**src/rtl/dpll_control.sv**
```systemverilog
// ---------------------------------------------------------------------------
// dpll_control
//   Top-level DPLL sequencer for the SAT accelerator. It makes branch
//   decisions and triggers BCP over the clause range of each newly assigned
//   variable. It then drains the implication queue. On a conflict it unwinds
//   the trace stack down to the most recent decision and flips that decision.
//   The result is reported as sticky sat / unsat.
//
// Ports
//   clock, reset                  rising-edge clock, async active-high reset
//   start                         launch a solve (only looked at in IDLE)
//   bcp_busy / conflict           BCP core status; conflict valid when !bcp_busy
//   bcp_clause_idx                conflicting clause, latched into conflict_clause
//   reset_bcp                     1-cycle flush of BCP core and imply queue
//   empty_imply, *_out_imply      imply queue head (first-word fall-through)
//   pop_imply                     dequeue imply head
//   empty_trace, *_out_trace      trace stack top (fall-through), type 1=decision
//   pop_trace / push_trace        trace stack strobes, *_in_trace push data
//   write_vs, *_in_vs             variable-state memory write port
//   read_var_start_end, var_in_vse  clause-range table read (data 1 cycle later)
//   start_clause / end_clause     clause range returned by the table
//   sat / unsat                   sticky, mutually exclusive results
//   conflict_clause               last latched conflicting clause (debug)
// ---------------------------------------------------------------------------
module dpll_control #(
   parameter int MAX_VARS_BITS    = 2,
   parameter int MAX_CLAUSES_BITS = 4,
   parameter int NUM_VARS         = 2**MAX_VARS_BITS
) (
   input  logic                        clock,
   input  logic                        reset,
   input  logic                        start,
   input  logic                        bcp_busy,
   input  logic                        conflict,
   input  logic [MAX_CLAUSES_BITS-1:0] bcp_clause_idx,
   output logic                        reset_bcp,
   input  logic                        empty_imply,
   input  logic [MAX_VARS_BITS-1:0]    var_out_imply,
   input  logic                        val_out_imply,
   input  logic                        type_out_imply,
   output logic                        pop_imply,
   input  logic                        empty_trace,
   input  logic [MAX_VARS_BITS-1:0]    var_out_trace,
   input  logic                        val_out_trace,
   input  logic                        type_out_trace,
   output logic                        pop_trace,
   output logic                        push_trace,
   output logic [MAX_VARS_BITS-1:0]    var_in_trace,
   output logic                        val_in_trace,
   output logic                        type_in_trace,
   output logic                        write_vs,
   output logic [MAX_VARS_BITS-1:0]    var_in_vs,
   output logic                        val_in_vs,
   output logic                        unassign_in_vs,
   input  logic [MAX_CLAUSES_BITS-1:0] start_clause,
   input  logic [MAX_CLAUSES_BITS-1:0] end_clause,
   output logic                        read_var_start_end,
   output logic [MAX_VARS_BITS-1:0]    var_in_vse,
   output logic                        sat,
   output logic                        unsat,
   output logic [MAX_CLAUSES_BITS-1:0] conflict_clause
);

   localparam int MVB = MAX_VARS_BITS;
   localparam int MCB = MAX_CLAUSES_BITS;

   typedef enum logic [3:0] {
      S_IDLE,
      S_DECIDE,
      S_BCP_READ,
      S_BCP_ARM,
      S_BCP_WAIT,
      S_NEXT,
      S_BT_FLUSH,
      S_BT_POP,
      S_BT_FLIP,
      S_SAT,
      S_UNSAT
   } state_t;

   // dptr is one bit wider than a variable index so it can reach NUM_VARS.
   localparam logic [MVB:0] DPTR_END = (MVB+1)'(NUM_VARS);

   state_t                state_q, state_d;
   logic [MVB:0]          dptr_q, dptr_d;
   logic [MVB-1:0]        cur_var_q, cur_var_d;
   logic [NUM_VARS-1:0]   assigned_q, assigned_d;
   logic [NUM_VARS-1:0]   value_q, value_d;
   logic [MVB-1:0]        flip_var_q, flip_var_d;
   logic                  flip_val_q, flip_val_d;
   logic                  sat_q, sat_d;
   logic                  unsat_q, unsat_d;
   logic [MCB-1:0]        conflict_clause_q, conflict_clause_d;
   logic [MVB-1:0]        dptr_idx;

   assign dptr_idx        = dptr_q[MVB-1:0];
   assign sat             = sat_q;
   assign unsat           = unsat_q;
   assign conflict_clause = conflict_clause_q;

   always_comb begin
      state_d            = state_q;
      dptr_d             = dptr_q;
      cur_var_d          = cur_var_q;
      assigned_d         = assigned_q;
      value_d            = value_q;
      flip_var_d         = flip_var_q;
      flip_val_d         = flip_val_q;
      sat_d              = sat_q;
      unsat_d            = unsat_q;
      conflict_clause_d  = conflict_clause_q;

      reset_bcp          = 1'b0;
      pop_imply          = 1'b0;
      pop_trace          = 1'b0;
      push_trace         = 1'b0;
      var_in_trace       = '0;
      val_in_trace       = 1'b0;
      type_in_trace      = 1'b0;
      write_vs           = 1'b0;
      var_in_vs          = '0;
      val_in_vs          = 1'b0;
      unassign_in_vs     = 1'b0;
      read_var_start_end = 1'b0;
      var_in_vse         = '0;

      case (state_q)
         S_IDLE: begin
            if (start) begin
               dptr_d  = '0;
               state_d = S_DECIDE;
            end
         end

         S_DECIDE: begin
            if (dptr_q == DPTR_END) begin
               sat_d   = 1'b1;
               state_d = S_SAT;
            end else if (assigned_q[dptr_idx]) begin
               // Skip already-assigned variables one per cycle.
               dptr_d = dptr_q + 1'b1;
            end else begin
               // New decision: always try value 0 first.
               write_vs             = 1'b1;
               var_in_vs            = dptr_idx;
               push_trace           = 1'b1;
               var_in_trace         = dptr_idx;
               type_in_trace        = 1'b1;
               assigned_d[dptr_idx] = 1'b1;
               value_d[dptr_idx]    = 1'b0;
               cur_var_d            = dptr_idx;
               state_d              = S_BCP_READ;
            end
         end

         S_BCP_READ: begin
            read_var_start_end = 1'b1;
            var_in_vse         = cur_var_q;
            state_d            = S_BCP_ARM;
         end

         S_BCP_ARM: begin
            // start > end encodes a variable that appears in no clause.
            if (start_clause > end_clause) state_d = S_NEXT;
            else                           state_d = S_BCP_WAIT;
         end

         S_BCP_WAIT: begin
            if (!bcp_busy) begin
               if (conflict) begin
                  conflict_clause_d = bcp_clause_idx;
                  state_d           = S_BT_FLUSH;
               end else begin
                  state_d = S_NEXT;
               end
            end
         end

         S_NEXT: begin
            if (empty_imply) begin
               state_d = S_DECIDE;
            end else begin
               pop_imply = 1'b1;
               if (!assigned_q[var_out_imply]) begin
                  write_vs                  = 1'b1;
                  var_in_vs                 = var_out_imply;
                  val_in_vs                 = val_out_imply;
                  push_trace                = 1'b1;
                  var_in_trace              = var_out_imply;
                  val_in_trace              = val_out_imply;
                  type_in_trace             = type_out_imply;
                  assigned_d[var_out_imply] = 1'b1;
                  value_d[var_out_imply]    = val_out_imply;
                  cur_var_d                 = var_out_imply;
                  state_d                   = S_BCP_READ;
               end else if (value_q[var_out_imply] != val_out_imply) begin
                  // Implication contradicts an existing assignment.
                  state_d = S_BT_FLUSH;
               end
               // Same value already assigned: the entry is simply dropped.
            end
         end

         S_BT_FLUSH: begin
            reset_bcp = 1'b1;
            state_d   = S_BT_POP;
         end

         S_BT_POP: begin
            if (empty_trace) begin
               // No decision left to flip: the formula is unsatisfiable.
               unsat_d = 1'b1;
               state_d = S_UNSAT;
            end else begin
               pop_trace                 = 1'b1;
               write_vs                  = 1'b1;
               var_in_vs                 = var_out_trace;
               unassign_in_vs            = 1'b1;
               assigned_d[var_out_trace] = 1'b0;
               if (type_out_trace) begin
                  flip_var_d = var_out_trace;
                  flip_val_d = val_out_trace;
                  state_d    = S_BT_FLIP;
               end
            end
         end

         S_BT_FLIP: begin
            // The flipped value is pushed as an implication (type 0) so a
            // later backtrack pops past it instead of flipping it again.
            write_vs               = 1'b1;
            var_in_vs              = flip_var_q;
            val_in_vs              = ~flip_val_q;
            push_trace             = 1'b1;
            var_in_trace           = flip_var_q;
            val_in_trace           = ~flip_val_q;
            type_in_trace          = 1'b0;
            assigned_d[flip_var_q] = 1'b1;
            value_d[flip_var_q]    = ~flip_val_q;
            dptr_d                 = '0;
            cur_var_d              = flip_var_q;
            state_d                = S_BCP_READ;
         end

         S_SAT, S_UNSAT: begin
            state_d = state_q;
         end

         default: begin
            state_d = S_IDLE;
         end
      endcase
   end

   always_ff @(posedge clock or posedge reset) begin
      if (reset) begin
         state_q           <= S_IDLE;
         dptr_q            <= '0;
         cur_var_q         <= '0;
         assigned_q        <= '0;
         value_q           <= '0;
         flip_var_q        <= '0;
         flip_val_q        <= 1'b0;
         sat_q             <= 1'b0;
         unsat_q           <= 1'b0;
         conflict_clause_q <= '0;
      end else begin
         state_q           <= state_d;
         dptr_q            <= dptr_d;
         cur_var_q         <= cur_var_d;
         assigned_q        <= assigned_d;
         value_q           <= value_d;
         flip_var_q        <= flip_var_d;
         flip_val_q        <= flip_val_d;
         sat_q             <= sat_d;
         unsat_q           <= unsat_d;
         conflict_clause_q <= conflict_clause_d;
      end
   end

endmodule

```
**config.mk**
```make
export PLATFORM = sky130hd
export DESIGN_NAME = dpll_control
export DESIGN_NICKNAME = d
export VERILOG_FILES = /design/src/rtl/dpll_control.sv
export SDC_FILE = /design/constraint.sdc
export NUM_CORES = 1
export LEC_CHECK = 0
export CORE_ASPECT_RATIO = 1.4
export CORE_MARGIN = 2
export CORE_UTILIZATION = 53
export DETAILED_ROUTE_END_ITERATION = 16
export PLACE_DENSITY = 0.83
export SLEW_MARGIN = 20
export SYNTH_ARGS = -nofsm -noshare
export SYNTH_HDL_FRONTEND = slang
export SYNTH_SLANG_ARGS = --single-unit
```
**constraint.sdc**
```tcl
create_clock -name clock -period 3.7 [get_ports clock]
set_input_delay 0.74 -clock clock [delete_from_list [all_inputs] [get_ports clock]]
set_output_delay 0.74 -clock clock [all_outputs]
set_load 0.005 [all_outputs]
```
==> results.toml <==
[outcome]
status = "complete, no violations"

[worst_setup_path]
critical_path.max_fanout = 4
critical_path_class = "input pin to output pin"
cp-start-kind = "input pin"
critPathArrivalTime_ps = 2780
critPathCaptureType = "output pin"
cp_slowest_stage_delay_ps = 500
slowest_stage = "clkdlybuf4s50_1"
worstPathCellList = "clkdlybuf4s50_1, or2_2, o22ai_1, o2111ai_1, or2_1, nand2_1, clkdlybuf4s50_1"
crit_required_ps = 2960
crit_top_cell = "clkdlybuf4s50_1"

[finish]
final_cell_area_mm2 = 0.00256
area_growth_pct = 29.4
multi_input_area_mm2 = 0.00118
drive_above_1_share = 0.138
fillers = 287
regArea_um2 = 651
antennaDiodeCount = 0
nNetsFinal = 304

[drt]
num_vias = 1848
ant_nets = 0
drt_first_pass_iters = 4
viasPerCell = 5.96
wl_um = 5200
drt_iter0_drc = 96
post-route-drc-count = 0
wl_per_cell_um = 16.8

[synthesis]
synth_area_per_cell_um2 = 8.94
synthesis.nets = 256
yosysTopAreaCell = "dfrtp_1"
synth_area_leaders = "dfrtp_1 (33%), mux2_2 (5.1%), ha_1 (5.1%), nand2_1 (3.4%), nor2_1 (3.2%)"
yosys.area.top_type_share = 0.329
synth_compound_area_frac = 0.209
syn-cell-area_mm2 = 0.00198
synthAdderAreaFrac = 0.0507
yosysWarningCount = 0
synthMuxAreaShare = 0.0868
postSynthCellCount = 221
synth_edf_count = 0
synth_flop_cell = "dfrtp_1"
synth_top_family_by_area = "simple AND/OR/NAND/NOR gates"
synth_xor_area_frac = 0.00887
synth-seq-area-share = 0.329
ys_ff_latch = 26
ys_types = 57
synthArstFlopShare = 1.00
synthSimpleGateAreaFrac = 0.244

[die]
ios = 49
die_h_um = 76.2
core_mm2 = 0.00361
dieArea_mm2 = 0.00424
rows = 26
initial_core_util = 0.547
die_w_um = 55.6

[global_routing]
grt_max_degree = 27
grt_pass1_vias = 1848
grt_util_all_layers = 0.253
grt_pass1_wl_um = 8510
grt.overflow.total = 0
antenna_found_initial = 0

[pwr]
powerDensity_mw_per_mm2 = 717
clkPwrFrac = 0.101
seqPwrFrac = 0.308
swShare = 0.418
p_leak_nw = 1.11
max-vdd-ir-drop_mv = 0.374
combPwrFrac = 0.591
p_switching_mw = 0.765
internal-power_mw = 1.07

[timing]
slew_headroom = 0.379
setup_tns_ps = 0
finalMaxSlewViolations = 0
setup_viol = 0
period_needed_ps = 3520
period_share = 0.951
tightest_slew_ps = 925
layout_setup_ws_ps = 183
hold_violations = 0
fmax_mhz = 284
holdWs_ps = 466
finClkSkew_ps = 4.25
rsz0062_at_grt = "no"

[cts]
hold_buffers = 0
cts-root-buf = "clkbuf_8"
cts_made_buffers = 3
clock_latency_ps = 270
post_cts_buffers = 0
cts_tree = "built"
clk_pin_slew_ps = 90
h-tree-depth = 1
cts_sinks = 26
cts_resized = 1
clock_path_buffers = 2

[placed_design]
place_hpwl_um = 4040
pre_cts_ws_ps = 14.7
place.gp.congestion = 0.883
place_area_mm2 = 0.00250
io_buffers = 48

[min_path]
hp-class = "register to register"

[run]
max_cap_violations = 0
==> layer usage <==
| layer | global-route usage | vias up | wire [µm] |
|---|---|---|---|
| met3 | 0.0221 | 15 | 198 |
| met2 | 0.470 | 64 | 2720 |
| met1 | 0.281 | 870 | 2100 |
| met5 | 0 | - | 0 |
| li1 | - | 899 | - |
| met4 | 0.122 | 0 | 184 |
==> cell type report <==
type,count,area share
flip-flops and latches,26,0.254
inverters,14,0.0205
multi-input cells,165,0.463
well taps,42,0.0205
repair buffers,59,0.220
clock buffers,4,0.0215
==> path summary, 6_finish.rpt <==
path                           endpoint  slack (ps)             start  cells past startpoint
max                        var_in_vs[1]         180  var_out_imply[1]                      7
min                               unsat         470             unsat                      1
max reg2reg                  state_q[1]        1630        state_q[3]                      4
min reg2reg                       unsat         470             unsat                      1
max in group asynchronous    state_q[3]        2410             reset                      2
min in group asynchronous  cur_var_q[1]         860             reset                      2
==> power groups by stage <==
stage,registers [mW],clock network [mW],logic [mW]
2_1_floorplan,0.494,0,0.766
3_3_place_gp,0.564,0,1.06
3_5_place_dp,0.567,0,1.08
4_1_cts,0.563,0.190,1.08
5_1_grt,0.586,0.200,1.17
6_report,0.565,0.185,1.08
==> critical path: cells and delay by family <==
kind	cells	cell delay, ps
buffers and inverters	2	990
AO/OA/AOI/OAI	2	300
AND/OR/NAND/NOR	3	740
==> flip-flops by register name, summed over array words and instances (netlist names) <==
register	flops
assigned_q	4
conflict_clause	4
cur_var_q	2
dptr_q	3
flip_val_q	1
flip_var_q	2
sat	1
state_q	4
unsat	1
value_q	4
==> synthesized netlist by cell type, drive strengths merged (2+ instances only) <==
| cell type | instances |
|---|---|
| a31oi | 2 |
| a21o | 8 |
| a21oi | 9 |
| nor3 | 13 |
| dfrtp | 26 |
| clkbuf | 5 |
| a221oi | 2 |
| mux2 | 10 |
| a22oi | 2 |
| nor2b | 4 |
| a222oi | 3 |
| inv | 14 |
| nand2b | 5 |
| buf | 11 |
| a32oi | 3 |
| or2 | 4 |
| o21a | 2 |
| ha | 8 |
| nand3b | 2 |
| nor3b | 2 |
| nor4b | 3 |
| and3 | 5 |
| o22ai | 3 |
| o21ai | 12 |
| nand2 | 18 |
| and2 | 3 |
| mux4 | 2 |
| a211oi | 2 |
| nand3 | 2 |
| nand4 | 2 |
| nor2 | 17 |
==> logic make-up (layout without fill, tap and decap cells) <==
group	after synthesis	in the layout
adder cells (fa/ha/maj)	8	8
multiplexers	13	13
flip-flops	26	26
buffers and inverters	30	77
XOR/XNOR	2	2
AND/OR/NAND/NOR	85	85
AO/OA/AOI/OAI	57	57
==> through the flow <==
stage | total power, mW | util | std cells
global route | 1.96 | 0.708 | 310
global placement | 1.63 | 0.693 | 306
floorplan | 1.26 | - | 221
detailed placement | 1.65 | 0.693 | 306
CTS | 1.84 | 0.708 | 310
finish | 1.83 | 0.708 | 310
==> placed cells by master (no fill, tap or decap), types with 4 or more instances in the layout <==
cell             netlist  final
a21o_1                 8      8
a21oi_1                9      9
and3_1                 4      4
buf_4                  3     11
clkbuf_8               0      4
clkdlybuf4s50_1        0     47
dfrtp_1               26     26
ha_1                   8      8
inv_1                 14     13
mux2_2                 9      9
nand2_1               18     18
nand2b_1               5      5
nor2_1                17     17
nor2b_1                4      4
nor3_1                11     11
o21ai_0               12     12
Note: power is estimated with default switching activity, not from simulation.
